$ cat src/rtl/r6_stage_ctrl_if.sv
// Handshake/status bundle for the r6 stage controller.
// Ports: start/abort/in_valid in; in_ready, sel_bf, tw_addr, buf_vld, busy, frame_done, abort_err out.
interface r6_stage_ctrl_if #(
  parameter int CW = 6
);
  logic          start;
  logic          abort;
  logic          in_valid;
  logic          in_ready;
  logic          sel_bf;
  logic [CW-1:0] tw_addr;
  logic          buf_vld;
  logic          busy;
  logic          frame_done;
  logic          abort_err;

  modport master (
    output start, abort, in_valid,
    input  in_ready, sel_bf, tw_addr, buf_vld,
    input  busy, frame_done, abort_err
  );

  modport slave (
    input  start, abort, in_valid,
    output in_ready, sel_bf, tw_addr, buf_vld,
    output busy, frame_done, abort_err
  );
endinterface

$ cat src/rtl/r6_stage_ctrl.sv
// Radix stage controller: frame sequencing, sample count, phase/twiddle, delay-valid tracking.
// Ports: clk, rst (async high), s = slave side of r6_stage_ctrl_if (all outputs registered).
module r6_stage_ctrl #(
  parameter int FRAME_LEN = 36,
  parameter int DLY       = 8,
  parameter int CW        = 6
) (
  input logic           clk,
  input logic           rst,
  r6_stage_ctrl_if.slave s
);
  localparam int PW = (DLY > 1) ? $clog2(DLY) : 1;

  typedef enum logic [1:0] {IDLE, RUN, DRAIN} state_t;

  state_t         state_q, state_d;
  logic [CW-1:0]  cnt_q, cnt_d;
  logic [PW-1:0]  pcnt_q, pcnt_d;
  logic           ph_q, ph_d;
  logic [DLY-1:0] sr_q, sr_d;
  logic           abt_q, abt_d;
  logic           rdy_q, rdy_d;
  logic           sel_q, sel_d;
  logic [CW-1:0]  tw_q, tw_d;
  logic           busy_q, busy_d;
  logic           done_q, done_d;
  logic           err_q, err_d;
  logic           accept;
  logic           last;

  always_comb begin
    state_d = state_q;
    cnt_d   = cnt_q;
    pcnt_d  = pcnt_q;
    ph_d    = ph_q;
    abt_d   = abt_q;
    sel_d   = sel_q;
    tw_d    = tw_q;
    done_d  = 1'b0;
    err_d   = 1'b0;
    accept  = s.in_valid & rdy_q;
    last    = accept && (cnt_q == CW'(FRAME_LEN - 1));
    // low DLY bits of {sr, accept} = one-place left shift
    sr_d    = DLY'({sr_q, accept});

    unique case (state_q)
      IDLE: begin
        if (s.start) begin
          state_d = RUN;
          cnt_d   = '0;
          pcnt_d  = '0;
          ph_d    = 1'b0;
          abt_d   = 1'b0;
        end
      end
      RUN: begin
        if (s.abort) begin
          state_d = DRAIN;
          err_d   = 1'b1;
          abt_d   = 1'b1;
        end else if (last) begin
          state_d = DRAIN;
        end
      end
      DRAIN: begin
        // leave once the buffer will be empty next cycle
        if (sr_d == '0) begin
          state_d = IDLE;
          done_d  = ~abt_q;
        end
      end
      default: state_d = IDLE;
    endcase

    if (accept) begin
      cnt_d = cnt_q + 1'b1;
      sel_d = ph_q;
      tw_d  = ph_q ? cnt_q : '0;
      if (pcnt_q == PW'(DLY - 1)) begin
        pcnt_d = '0;
        ph_d   = ~ph_q;
      end else begin
        pcnt_d = pcnt_q + 1'b1;
      end
    end

    rdy_d  = (state_d == RUN);
    busy_d = (state_d != IDLE);
  end

  always_ff @(posedge clk or posedge rst) begin
    if (rst) begin
      state_q <= IDLE;
      cnt_q   <= '0;
      pcnt_q  <= '0;
      ph_q    <= 1'b0;
      sr_q    <= '0;
      abt_q   <= 1'b0;
      rdy_q   <= 1'b0;
      sel_q   <= 1'b0;
      tw_q    <= '0;
      busy_q  <= 1'b0;
      done_q  <= 1'b0;
      err_q   <= 1'b0;
    end else begin
      state_q <= state_d;
      cnt_q   <= cnt_d;
      pcnt_q  <= pcnt_d;
      ph_q    <= ph_d;
      sr_q    <= sr_d;
      abt_q   <= abt_d;
      rdy_q   <= rdy_d;
      sel_q   <= sel_d;
      tw_q    <= tw_d;
      busy_q  <= busy_d;
      done_q  <= done_d;
      err_q   <= err_d;
    end
  end

  assign s.in_ready   = rdy_q;
  assign s.sel_bf     = sel_q;
  assign s.tw_addr    = tw_q;
  assign s.buf_vld    = sr_q[DLY-1];
  assign s.busy       = busy_q;
  assign s.frame_done = done_q;
  assign s.abort_err  = err_q;
endmodule
$ cat src/flat_wrapper.sv
// flat-port wrapper written by rule: the top's interface ports become plain ports
module r6_stage_ctrl_flat 
#(
  parameter int FRAME_LEN = 36,
  parameter int DLY       = 8,
  parameter int CW        = 6
)
  (clk, rst, s_start, s_abort, s_in_valid, s_in_ready, s_sel_bf, s_tw_addr, s_buf_vld, s_busy, s_frame_done, s_abort_err);
  r6_stage_ctrl_if #(.CW(CW)) s_i ();
  input logic clk;
  input logic rst;
  input wire logic [$bits(s_i.start)-1:0] s_start;
  input wire logic [$bits(s_i.abort)-1:0] s_abort;
  input wire logic [$bits(s_i.in_valid)-1:0] s_in_valid;
  output wire logic [$bits(s_i.in_ready)-1:0] s_in_ready;
  output wire logic [$bits(s_i.sel_bf)-1:0] s_sel_bf;
  output wire logic [$bits(s_i.tw_addr)-1:0] s_tw_addr;
  output wire logic [$bits(s_i.buf_vld)-1:0] s_buf_vld;
  output wire logic [$bits(s_i.busy)-1:0] s_busy;
  output wire logic [$bits(s_i.frame_done)-1:0] s_frame_done;
  output wire logic [$bits(s_i.abort_err)-1:0] s_abort_err;
  assign s_i.start = s_start;
  assign s_i.abort = s_abort;
  assign s_i.in_valid = s_in_valid;
  assign s_in_ready = s_i.in_ready;
  assign s_sel_bf = s_i.sel_bf;
  assign s_tw_addr = s_i.tw_addr;
  assign s_buf_vld = s_i.buf_vld;
  assign s_busy = s_i.busy;
  assign s_frame_done = s_i.frame_done;
  assign s_abort_err = s_i.abort_err;
  r6_stage_ctrl #(.FRAME_LEN(FRAME_LEN), .DLY(DLY), .CW(CW)) u_core (.clk(clk), .rst(rst), .s(s_i));
endmodule
$ cat config.mk
export PLATFORM = sky130hd
export DESIGN_NAME = r6_stage_ctrl_flat
export DESIGN_NICKNAME = d
export VERILOG_FILES = /design/src/rtl/r6_stage_ctrl_if.sv /design/src/rtl/r6_stage_ctrl.sv /design/src/flat_wrapper.sv
export SDC_FILE = /design/constraint.sdc
export NUM_CORES = 1
export LEC_CHECK = 0
export CORE_ASPECT_RATIO = 1.5
export CORE_MARGIN = 2
export CORE_UTILIZATION = 30
export CTS_CLUSTER_SIZE = 25
export DETAILED_ROUTE_END_ITERATION = 8
export GPL_ROUTABILITY_DRIVEN = 0
export SLEW_MARGIN = 20
export SYNTH_ARGS = -nofsm -noshare
export SYNTH_HDL_FRONTEND = slang
export SYNTH_SLANG_ARGS = --single-unit
$ cat constraint.sdc
create_clock -name clk -period 3.9 [get_ports clk]
set_input_delay 1.17 -clock clk [delete_from_list [all_inputs] [get_ports clk]]
set_output_delay 1.17 -clock clk [all_outputs]
set_load 0.1 [all_outputs]
After elaboration in Yosys (flattened, before gate mapping). Cells that the tools add are included.

Output and inout port bits: 12. Register bits after elaboration: 32. Input port bits: 5.

Reductions and logical operators: 9. Add/subtract/negate cells: 2. Bitwise logic cells: 3. Multiplexer cells: 24. Equal/unequal tests: 7.

Operators with widths (count): $mux W6 (4); $mux W3 (4); $mux W1 (10); $logic_not A8 Y1 (1); $mux W2 (4); $reduce_bool A2 Y1 (4); $add A6 B1 Y6 const B (1); $eq A6 B6 Y1 const B (1); $pmux W2 S3 (1); $eq A2 B1 Y1 const B (2); $ne A2 B2 Y1 const B (2); $add A3 B1 Y3 const B (1); $eq A3 B3 Y1 const B (1); $reduce_and A3 Y1 (1); $eq A2 B2 Y1 const B (1); $logic_not A2 Y1 (1); $not A1 Y1 (2); $pmux W1 S2 (1); $reduce_and A2 Y1 (1); $and A1 B1 Y1 (1); $logic_and A1 B1 Y1 (1).

Longest topological paths before layout. Gate-level depths: netlist of the first run.

Depth after elaboration: 6. Gate-level depth with buffers: 5. Depth with buffers taken out: 5.

Worst setup path after synthesis of the first run. Ideal clock, no wire load.

Kind: input to register. Start: input s_start. End: register u_core.cnt_q[5]. Required time: 3776 ps. Arrival: 2164 ps. Slack: 1612 ps. Cell stages on the path: 5. Path through: or3b_1 -> buf_2 -> and2_4 -> buf_6 -> a211o_1.

Word-level cells in the longest chain between the ends: 2.

RTL lines: start: declaration (RTL line flat_wrapper.sv:12) `input wire logic [$bits(s_i.start)-1:0] s_start;`; $reduce_bool A2 Y1 (no source line); $reduce_and A2 Y1 (no source line); end signal: assignment (RTL line r6_stage_ctrl.sv:107) `cnt_q <= cnt_d;`; end: declaration (RTL line r6_stage_ctrl.sv:17) `logic [CW-1:0] cnt_q, cnt_d;`.

No other way between the ends. A chain may end at the register's enable or synchronous reset.

Worst setup path after layout of the first run.
Start: register u_core.tw_q[0], in the netlist u_core.s.tw_addr[0]. End: output s_tw_addr[0].

RTL lines: start: declaration (RTL line r6_stage_ctrl.sv:24) `logic [CW-1:0] tw_q, tw_d;`; start signal: assignment (RTL line r6_stage_ctrl.sv:114) `tw_q <= tw_d;`; end: declaration (RTL line flat_wrapper.sv:17) `output wire logic [$bits(s_i.tw_addr)-1:0] s_tw_addr;`.

No word-level cell between the ends.

==> results of run 1 <==
==> flip-flops by register name, summed over array words and instances, names as in the netlist <==
register and count:
u_core.state_q 2, u_core.ph_q 1, u_core.s.frame_done 1, u_core.cnt_q 6, u_core.s.busy 1, u_core.s.in_ready 1
u_core.s.tw_addr 6, u_core.sr_q 8, u_core.s.abort_err 1, u_core.s.sel_bf 1, u_core.pcnt_q 3, u_core.abt_q 1
==> path summary, 6_finish.rpt <==
| path | startpoint | end | slack (ns) | cells after the start |
|---|---|---|---|---|
| setup / recovery | u_core.s.tw_addr[0]$_DFFE_PP0P_ | s_tw_addr[0] | 0.97 | 1 |
| hold / removal | u_core.sr_q[1]$_DFF_PP0_ | u_core.sr_q[2]$_DFF_PP0_ | 0.38 | 0 |
| setup reg to reg | u_core.s.in_ready$_DFF_PP0_ | u_core.cnt_q[3]$_DFFE_PP0P_ | 2.17 | 5 |
| hold reg to reg | u_core.sr_q[1]$_DFF_PP0_ | u_core.sr_q[2]$_DFF_PP0_ | 0.38 | 0 |
| max in group asynchronous | rst | u_core.s.busy$_DFF_PP0_ | 2.34 | 3 |
| min in group asynchronous | rst | u_core.s.tw_addr[3]$_DFFE_PP0P_ | 1.27 | 3 |
==> layout make-up <==
type | count | area, um^2 | share of cell area [%]
Clock buffer | 6 | 82.6 | 5.35
Clock inverter | 2 | 10.0 | 0.649
Inverter | 3 | 11.3 | 0.730
Multi-Input combinational cell | 70 | 422 | 27.3
Sequential cell | 32 | 801 | 51.9
Tap cell | 45 | 56.3 | 3.65
Timing Repair Buffer | 18 | 160 | 10.4
==> synth_stat cells <==
cell type and instances:
dfrtp_1 32, nand2_1 19, nand3_1 11, a22o_1 4
o21ai_0 4, a21oi_1 3, ha_1 3, nand2b_1 3
a31oi_1 2, and3_1 2, clkbuf_1 2, inv_1 2
mux2_2 2, nor2_1 2, nor3_1 2, nor4_1 2
a211o_1 1, a21o_1 1, a31o_2 1, and2_4 1
buf_1 1, buf_2 1, buf_6 1, clkinv_1 1
nor3b_1 1, nor4b_1 1, o211a_1 1, o211ai_1 1
o22ai_1 1, or3b_1 1, xnor2_1 1
==> cell families after synthesis <==
| logic type | count (synthesis) |
|---|---|
| and+or+nand+nor | 45 |
| DFF | 32 |
| AOI/OAI and AO/OA | 19 |
| buffers and inverters | 8 |
| adders and majority gates | 3 |
| muxes | 2 |
| xor gates and xnor gates | 1 |
==> power breakdown <==
part / switching (uW) / internal [uW] / leakage [uW]
sequential: 53.3 / 405 / 0.000428
clock: 118 / 141 / 0.0000510
combinational: 235 / 104 / 0.000300
==> layer usage <==
| layer | share of wire [%] | vias up |
|---|---|---|
| met4 | 2.4 | 0 |
| met2 | 52 | 10 |
| li1 | - | 424 |
| met5 | 0 | - |
| met1 | 42 | 427 |
| met3 | 3.4 | 5 |
==> through the flow <==
| step | util, % | power (uW) | std cells | area [um^2] | setup WS, ns |
|---|---|---|---|---|---|
| detailed placement | 36.3 | 805 | 168 | 1450 | 0.970 |
| CTS | 38.6 | 1060 | 176 | 1540 | 0.947 |
| finish | 38.6 | 1050 | 176 | 1540 | 0.966 |
| global placement | 36.3 | 792 | 168 | 1450 | 1.01 |
| global route | 38.6 | 1120 | 176 | 1540 | 0.909 |
| floorplan | - | 727 | 110 | 1260 | 1.61 |
==> flow_summary_export.csv, run 1 <==
group,metric,value,unit
grt,maximum_number_of_pins_on_one_net_before_global_route_repair,33,
clock_tree,cts_max_path_buffers,2,
grt,grt.met3_usage,4.36,%
worst_setup_path,crit_chain,"clkdlybuf4s50_1",
cells_and_area,post_route_cells_drive_above_1_share,15.3,%
grt,global_route.usage.met2,18.5,%
floorplan,floorplan.rows,28,
route,drt_iter0_markers,19,
clock_tree,clk_latency,0.28,ns
job,cap_viol_max_count,0,
route,post_drt_via_cell_ratio,4.92,
sta,maxClockFrequency,341,MHz
worst_setup_path,cp_required,2.73,ns
grt,met1_track_utilization_from_global_routing,12.3,%
route,remaining_drc_errors,0,
worst_setup_path,timing.critical_path.from_type,"register",
route,dr_total_vias,866,
pwr,powerDensity,684,mW/mm^2
yosys,synth_seq_cells,32,
worst_setup_path,cpPeakStageDelay,1.13,ns
yosys,yosys.area_share.xor_xnor,0.694,%
yosys,post_synth_and_or_nand_nor_area_fraction,17.6,%
worst_setup_path,critical_path.endpoint_type,"output pin",
yosys,synthesis.instances,110,
worst_setup_path,timing.critical_path.arrival,1.76,ns
clock_tree,tritoncts,"yes",
sta,finalSetupTns,0,ns
pwr,ir_drop,0.325,mV
min_path,type_of_the_tightest_min_delay_check,"register to register",
sta,final.min_clock_period,2.93,ns
yosys,synthesis.area,0.00126,mm^2
route,pre_antenna_drt_iters,3,
clock_tree,cts-hold-fix-buffers,0,
cells_and_area,most_frequent_cells_in_the_layout,"32 x dfrtp_1, 19 x nand2_1, 11 x nand3_1",
clock_tree,root_buffer,"clkbuf_8",
route,ant_nets,0,
yosys,synthDominantAreaCellType,"dfrtp_1",
grt,number_of_global_route_vias_before_repair,918,
yosys,post_synth_fa_ha_maj_area_fraction,2.98,%
clock_tree,post_cts.repair.setup_buffers,0,
grt,grt_use_total,11.3,%
worst_setup_path,timing.critical_path.slowest_stage_cell,"clkdlybuf4s50_1",
sta,worst_pin_slew,0.969,ns
cells_and_area,finish.net_count,138,
route,drt-wirelength-per-cell,13.3,um
placed_design,numPortBuffers,16,
yosys,synth.area.mux_share,1.79,%
sta,final_hold_viol_count,0,
yosys,synth_sequential_area_ratio,63.5,%
grt,grt_pass1_wl,4.16,mm
yosys,synth.area.top_cells,"dfrtp_1 63%, nand2_1 5.7%, nand3_1 4.4%",
floorplan,placeable_area,0.00399,mm^2
floorplan,floorplan.initialDensity,31.6,%
floorplan,fp.dieH,83.4,um
clock_tree,clock_pin_slew_worst_setup_and_hold_paths,0.06,ns
sta,setup_viol,0,
worst_setup_path,critical_path_buf_inv_count,1,
floorplan,ios,17,
cells_and_area,fillerInstances,421,
pwr,power_leakage,0.000779,uW
yosys,synthesis.area_per_instance,11.5,um^2
clock_tree,cts-buffers-inserted,5,
clock_tree,htree_num_levels,2,
clock_tree,clock_sink_count,32,
sta,rsz_0062_raised_after_global_routing,"false",
status,status,"complete, no violations",
yosys,share_of_the_synthesized_area_in_the_top_cell_type,63.5,%
sta,finClkSkew,0.00428,ns
grt,globalRoute.busiestLayer,"met2",
cells_and_area,areaGrowthSynthToFinish,22.3,%
worst_setup_path,timing.critical_path.max_delay_family,"buffers and inverters",
grt,grt_antenna_before_repair,0,
worst_setup_path,worstPathMaxFanout,2,
route,routed_wl,2.35,mm
yosys,number_of_different_library_cells_in_the_post_synthesis_netlist,31,
grt,gr-total-overflow,0,
floorplan,full_die_area,0.00475,mm^2
sta,pins_over_slew_limit,0,
clock_tree,cts_repair_resize_count,0,
sta,relSlewSlack,35.2,%
cells_and_area,most_common_cell_after_layout_fill_and_taps_aside,"dfrtp_1",
floorplan,floorplan.die.width,56.9,um
sta,part_of_the_cycle_the_worst_path_needs,75.2,%
placed_design,dpl.hpwl,1.66,mm
yosys,largest_family_of_logic_cells_by_synthesized_area,"simple AND/OR/NAND/NOR gates",
yosys,synth-compound-area-share,10.4,%
yosys,total_nets_after_synthesis,118,
yosys,yosys_warnings,0,
worst_setup_path,critPathKind,"register to output pin",
cells_and_area,diodes,0,
sta,hold_slack,0.376,ns
Power figures use the tool's default switching activity.
==> run 2: changes to the inputs <==
Clock period 3.9 ns to 2.9 ns, I/O delays scaled along.
==> run 2 against run 1 <==
Effect of this change: hold slack better by 0.0031 ns; die area unchanged; clock skew up 0.0044 ns; count of clock-buffer cells in the layout unchanged; critical endpoint is now u_core.cnt_q[5]$_DFFE_PP0P_.
==> flow_summary_export.csv, run 2 (synthesized netlist as in run 1, its figures left out) <==
group,metric,value,unit
grt,grt_use_total,10.7,%
worst_setup_path,timing.critical_path.from_type,"primary input",
worst_setup_path,timing.critical_path.slowest_stage_cell,"clkdlybuf4s50_1",
worst_setup_path,critPathKind,"primary input to register",
min_path,hold-path-endpoint,"u_core.sr_q[6]$_DFF_PP0_",
clock_tree,root_buffer,"clkbuf_8",
worst_setup_path,cpPeakStageDelay,0.48,ns
grt,number_of_global_route_vias_before_repair,864,
clock_tree,cts_repair_resize_count,0,
min_path,timing.hold.worst.start,"u_core.sr_q[5]$_DFF_PP0_",
worst_setup_path,cp_required,3.06,ns
sta,final.min_clock_period,2.16,ns
floorplan,fp.dieH,83.4,um
floorplan,full_die_area,0.00475,mm^2
pwr,total_power,1380,uW
pwr,power_leakage,0.000784,uW
clock_tree,clk_latency,0.28,ns
worst_setup_path,critical_path_buf_inv_count,1,
cells_and_area,multiInputGateArea,422,um^2
clock_tree,tritoncts,"yes",
sta,finClkSkew,0.00866,ns
clock_tree,htree_num_levels,2,
route,drt_iter0_markers,11,
cells_and_area,most_frequent_cells_in_the_layout,"32 x dfrtp_1, 19 x nand2_1, 15 x buf_4",
pwr,powerDensity,909,mW/mm^2
cells_and_area,largest_register_ff_count,8,
floorplan,placeable_area,0.00399,mm^2
route,dr_total_vias,857,
worst_setup_path,worstReg2RegStart,"u_core.state_q[0]$_DFF_PP0_",
route,ant_nets,0,
cells_and_area,most_common_cell_after_layout_fill_and_taps_aside,"dfrtp_1",
cells_and_area,largest_register,"u_core.sr_q",
cells_and_area,ff_latch_area,801,um^2
job,cap_viol_max_count,0,
grt,grt_pass1_wl,3.85,mm
cells_and_area,post_route_cells_drive_above_1_share,19.1,%
grt,gr-total-overflow,0,
worst_setup_path,critical_path.endpoint_type,"register",
placed_design,numPortBuffers,16,
route,routed_wl,2.25,mm
min_path,type_of_the_tightest_min_delay_check,"register to register",
worst_setup_path,timing.critical_path.max_delay_family,"simple AND/OR/NAND/NOR gates",
sta,worst_pin_slew,0.542,ns
sta,relSlewSlack,63.4,%
route,drt-wirelength-per-cell,12.8,um
sta,pins_over_slew_limit,0,
sta,finalSetupTns,0,ns
clock_tree,cts-hold-fix-buffers,0,
status,status,"complete, no violations",
sta,hold_slack,0.379,ns
cells_and_area,diodes,0,
worst_setup_path,worst_r2r_path_depth,3,
clock_tree,clock_pin_slew_worst_setup_and_hold_paths,0.06,ns
clock_tree,post_cts.repair.setup_buffers,0,
grt,maximum_number_of_pins_on_one_net_before_global_route_repair,33,
clock_tree,clock_sink_count,32,
floorplan,floorplan.rows,28,
route,pre_antenna_drt_iters,3,
clock_tree,cts_max_path_buffers,2,
worst_setup_path,timing.critical_path.arrival,2.32,ns
sta,setup_viol,0,
placed_design,pre_cts_ws,0.457,ns
floorplan,floorplan.initialDensity,31.6,%
sta,final_hold_viol_count,0,
route,post_drt_via_cell_ratio,4.87,
min_path,min_delay_path_depth,0,
worst_setup_path,reg2reg_setup_slack,1.37,ns
worst_setup_path,cp.depth,4,
placed_design,dpl.hpwl,1.62,mm
sta,maxClockFrequency,464,MHz
cells_and_area,finish.net_count,139,
worst_setup_path,worstPathMaxFanout,7,
worst_setup_path,worst_r2r_endpoint,"u_core.cnt_q[5]$_DFFE_PP0P_",
floorplan,ios,17,
pwr,ir_drop,0.380,mV
clock_tree,cts-buffers-inserted,5,
sta,postLayoutSetupSlackWorst,0.743,ns
cells_and_area,fillerInstances,416,
floorplan,floorplan.die.width,56.9,um
route,remaining_drc_errors,0,
grt,grt_antenna_before_repair,0,
cells_and_area,areaGrowthSynthToFinish,20.5,%
sta,part_of_the_cycle_the_worst_path_needs,74.4,%
sta,rsz_0062_raised_after_global_routing,"false",
worst_setup_path,crit_chain,"clkdlybuf4s50_1 > or3b_1 > and2_4 > a211o_1",
-- run 2: cell count changes in the layout (fill, tap and decap cells not counted) --
cell	previous run	this run
clkbuf_1	0	1
clkbuf_8	6	5
buf_4	8	15
clkdlybuf4s50_1	10	4
clkinv_2	2	1
-- run 2: worst max path at each step --
stage | end | from
finish | u_core.cnt_q[5]$_DFFE_PP0P_ | s_start
global route | u_core.cnt_q[5]$_DFFE_PP0P_ | s_start
CTS | u_core.cnt_q[5]$_DFFE_PP0P_ | s_start
detailed placement | u_core.cnt_q[5]$_DFFE_PP0P_ | s_start
global placement | u_core.cnt_q[5]$_DFFE_PP0P_ | s_start
floorplan | u_core.cnt_q[3]$_DFFE_PP0P_ | u_core.s.in_ready$_DFF_PP0_
-- run 2: worst reg2reg max path: stages (launching register included) --
cell and delay [ns]:
dfrtp_1 0.41, or3b_1 0.49, and2_4 0.23, a211o_1 0.28
-- run 2: routing by layer --
metal / up-vias / track usage [%] / routed length (um)
met5: - / 0 / 0
met4: 0 / 6.98 / 66
met3: 5 / 3.27 / 79
met2: 10 / 18.3 / 1200
met1: 417 / 10.9 / 902
li1: 425 / - / -
-- run 2: final cells by class --
cell class / instances / area share, %
Clock buffer: 6 / 4.77
Tap cell: 45 / 3.70
Clock inverter: 1 / 0.329
Sequential cell: 32 / 52.7
Multi-Input combinational cell: 70 / 27.7
Timing Repair Buffer: 19 / 10.0
Inverter: 3 / 0.741
-- run 2: metrics by stage --
step	std cells	area, um^2	util [%]
floorplan	110	1260	-
global placement	169	1440	36.1
detailed placement	169	1440	36.1
CTS	176	1520	38.1
global route	176	1520	38.1
finish	176	1520	38.1
-- run 2: power by group --
part | total, uW | switching (uW) | internal (uW)
combinational | 452 | 314 | 138
clock | 314 | 152 | 163
sequential | 616 | 71.2 | 545
total | 1380 | 536 | 846
==> run 3: changes to the inputs <==
Clock period 2.9 ns to 2.2 ns, I/O delays scaled along.
==> run 3 against run 2 <==
Effect of this change: hold slack got worse by 0.0025 ns; sequential power grew 33%; clock power grew 44%; highest routed layer unchanged; global-route usage increased by 0.65 points; critical path type unchanged; count of clock-buffer cells in the layout unchanged; worst setup slack worse by 0.47 ns; sequential share of layout area decreased by 1.2 points.
==> flow_summary_export.csv, run 3 (synthesized netlist as in run 1, its figures left out) <==
group,metric,value,unit
status,status,"complete, no violations",
grt,grt_pass1_wl,4.15,mm
sta,final_hold_viol_count,0,
sta,maxClockFrequency,518,MHz
sta,rsz_0062_raised_after_global_routing,"false",
pwr,power_leakage,0.000803,uW
sta,postLayoutSetupSlackWorst,0.269,ns
route,ant_nets,0,
grt,gr-total-overflow,0,
worst_setup_path,timing.critical_path.from_type,"primary input",
route,post_drt_via_cell_ratio,4.96,
cells_and_area,most_common_cell_after_layout_fill_and_taps_aside,"dfrtp_1",
sta,hold_slack,0.377,ns
cells_and_area,ff_latch_area,801,um^2
clock_tree,root_buffer,"clkbuf_8",
cells_and_area,largest_register_ff_count,8,
job,cap_viol_max_count,0,
floorplan,placeable_area,0.00399,mm^2
placed_design,numPortBuffers,16,
worst_setup_path,cp_required,2.36,ns
route,dr_total_vias,883,
cells_and_area,finish.net_count,140,
worst_setup_path,worstPathMaxFanout,6,
floorplan,full_die_area,0.00475,mm^2
min_path,type_of_the_tightest_min_delay_check,"register to register",
route,drt_iter0_markers,31,
cells_and_area,largest_register,"u_core.sr_q",
route,pre_antenna_drt_iters,4,
cells_and_area,post_route_cell_area,0.00156,mm^2
sta,final.min_clock_period,1.93,ns
route,top_layer_used,"met4",
clock_tree,cts_repair_resize_count,0,
clock_tree,htree_num_levels,2,
sta,worst_pin_slew,0.517,ns
floorplan,floorplan.rows,28,
sta,relSlewSlack,65.1,%
clock_tree,post_cts.repair.setup_buffers,0,
floorplan,ios,17,
clock_tree,cts-hold-fix-buffers,0,
cells_and_area,multiInputGateArea,422,um^2
floorplan,fp.dieH,83.4,um
route,drt-wirelength-per-cell,13.2,um
grt,grt_antenna_before_repair,0,
sta,finClkSkew,0.00511,ns
worst_setup_path,critical_path.endpoint_type,"register",
route,drt-met1-wl,939,um
cells_and_area,areaGrowthSynthToFinish,23.3,%
worst_setup_path,timing.critical_path.arrival,2.10,ns
cells_and_area,most_frequent_cells_in_the_layout,"32 x dfrtp_1, 19 x nand2_1, 15 x buf_4",
clock_tree,tritoncts,"yes",
placed_design,pre_cts_ws,-0.0321,ns
cells_and_area,post_route_cells_drive_above_1_share,21.1,%
pwr,total_power,1900,uW
grt,maximum_number_of_pins_on_one_net_before_global_route_repair,33,
pwr,powerDensity,1220,mW/mm^2
grt,number_of_global_route_vias_before_repair,902,
cells_and_area,utilization,38.9,%
pwr,ir_drop,0.621,mV
cells_and_area,diodes,0,
route,remaining_drc_errors,0,
cells_and_area,fillerInstances,418,
clock_tree,clock_pin_slew_worst_setup_and_hold_paths,0.06,ns
clock_tree,cts_max_path_buffers,2,
sta,part_of_the_cycle_the_worst_path_needs,87.8,%
clock_tree,clk_latency,0.28,ns
route,routed_wl,2.35,mm
placed_design,placed_cell_area,0.00146,mm^2
sta,setup_viol,0,
clock_tree,cts-buffers-inserted,5,
grt,grt_use_total,11.4,%
route,met3WireLength,86,um
worst_setup_path,critPathKind,"primary input to register",
placed_design,dpl.hpwl,1.70,mm
floorplan,floorplan.die.width,56.9,um
floorplan,floorplan.initialDensity,31.6,%
clock_tree,clock_sink_count,32,
route,met2_length,1.25,mm
sta,pins_over_slew_limit,0,
## run 3: cell type report
type                       count  area share (%)
multi-input combinational     70            27.1
sequential                    32            51.5
tap                           45            3.62
clock inverter                 2           0.644
clock buffer                   6            5.31
inverter                       3           0.724
timing repair buffer          20            11.1
## run 3: path summary, 6_finish.rpt
path | startpoint | endpoint | slack, ns | cells after the start
hold reg to reg | u_core.sr_q[2]$_DFF_PP0_ | u_core.sr_q[3]$_DFF_PP0_ | 0.38 | 0
max in group asynchronous | rst | u_core.cnt_q[0]$_DFFE_PP0P_ | 1.15 | 3
min in group asynchronous | rst | u_core.s.tw_addr[3]$_DFFE_PP0P_ | 0.77 | 3
setup / recovery | s_start | u_core.cnt_q[5]$_DFFE_PP0P_ | 0.27 | 4
setup reg to reg | u_core.state_q[0]$_DFF_PP0_ | u_core.cnt_q[5]$_DFFE_PP0P_ | 0.68 | 3
hold / removal | u_core.sr_q[2]$_DFF_PP0_ | u_core.sr_q[3]$_DFF_PP0_ | 0.38 | 0
## run 3: per-layer routing
metal	track usage, %	vias up
li1	-	426
met1	12.9	437
met2	18.1	13
met3	3.74	7
met4	6.98	0
met5	0	-
## run 3: where the power goes
part           total, uW  internal (uW)  leakage [uW]  switching [uW]
Sequential           818            718      0.000428             100
Combinational        630            212      0.000324             419
Clock                453            249     0.0000510             204
## run 3: critical path: stages
cell             delay, ns
clkdlybuf4s50_1       0.48
or3b_1                0.45
and2_4                0.23
a211o_1               0.29
## run 3: through the flow
stage | TNS, ns | instances
2_1_floorplan | 0 | 110
5_1_grt | 0 | 178
3_5_place_dp | -0.0432 | 170
4_1_cts | 0 | 178
6_report | 0 | 178
3_3_place_gp | 0 | 170
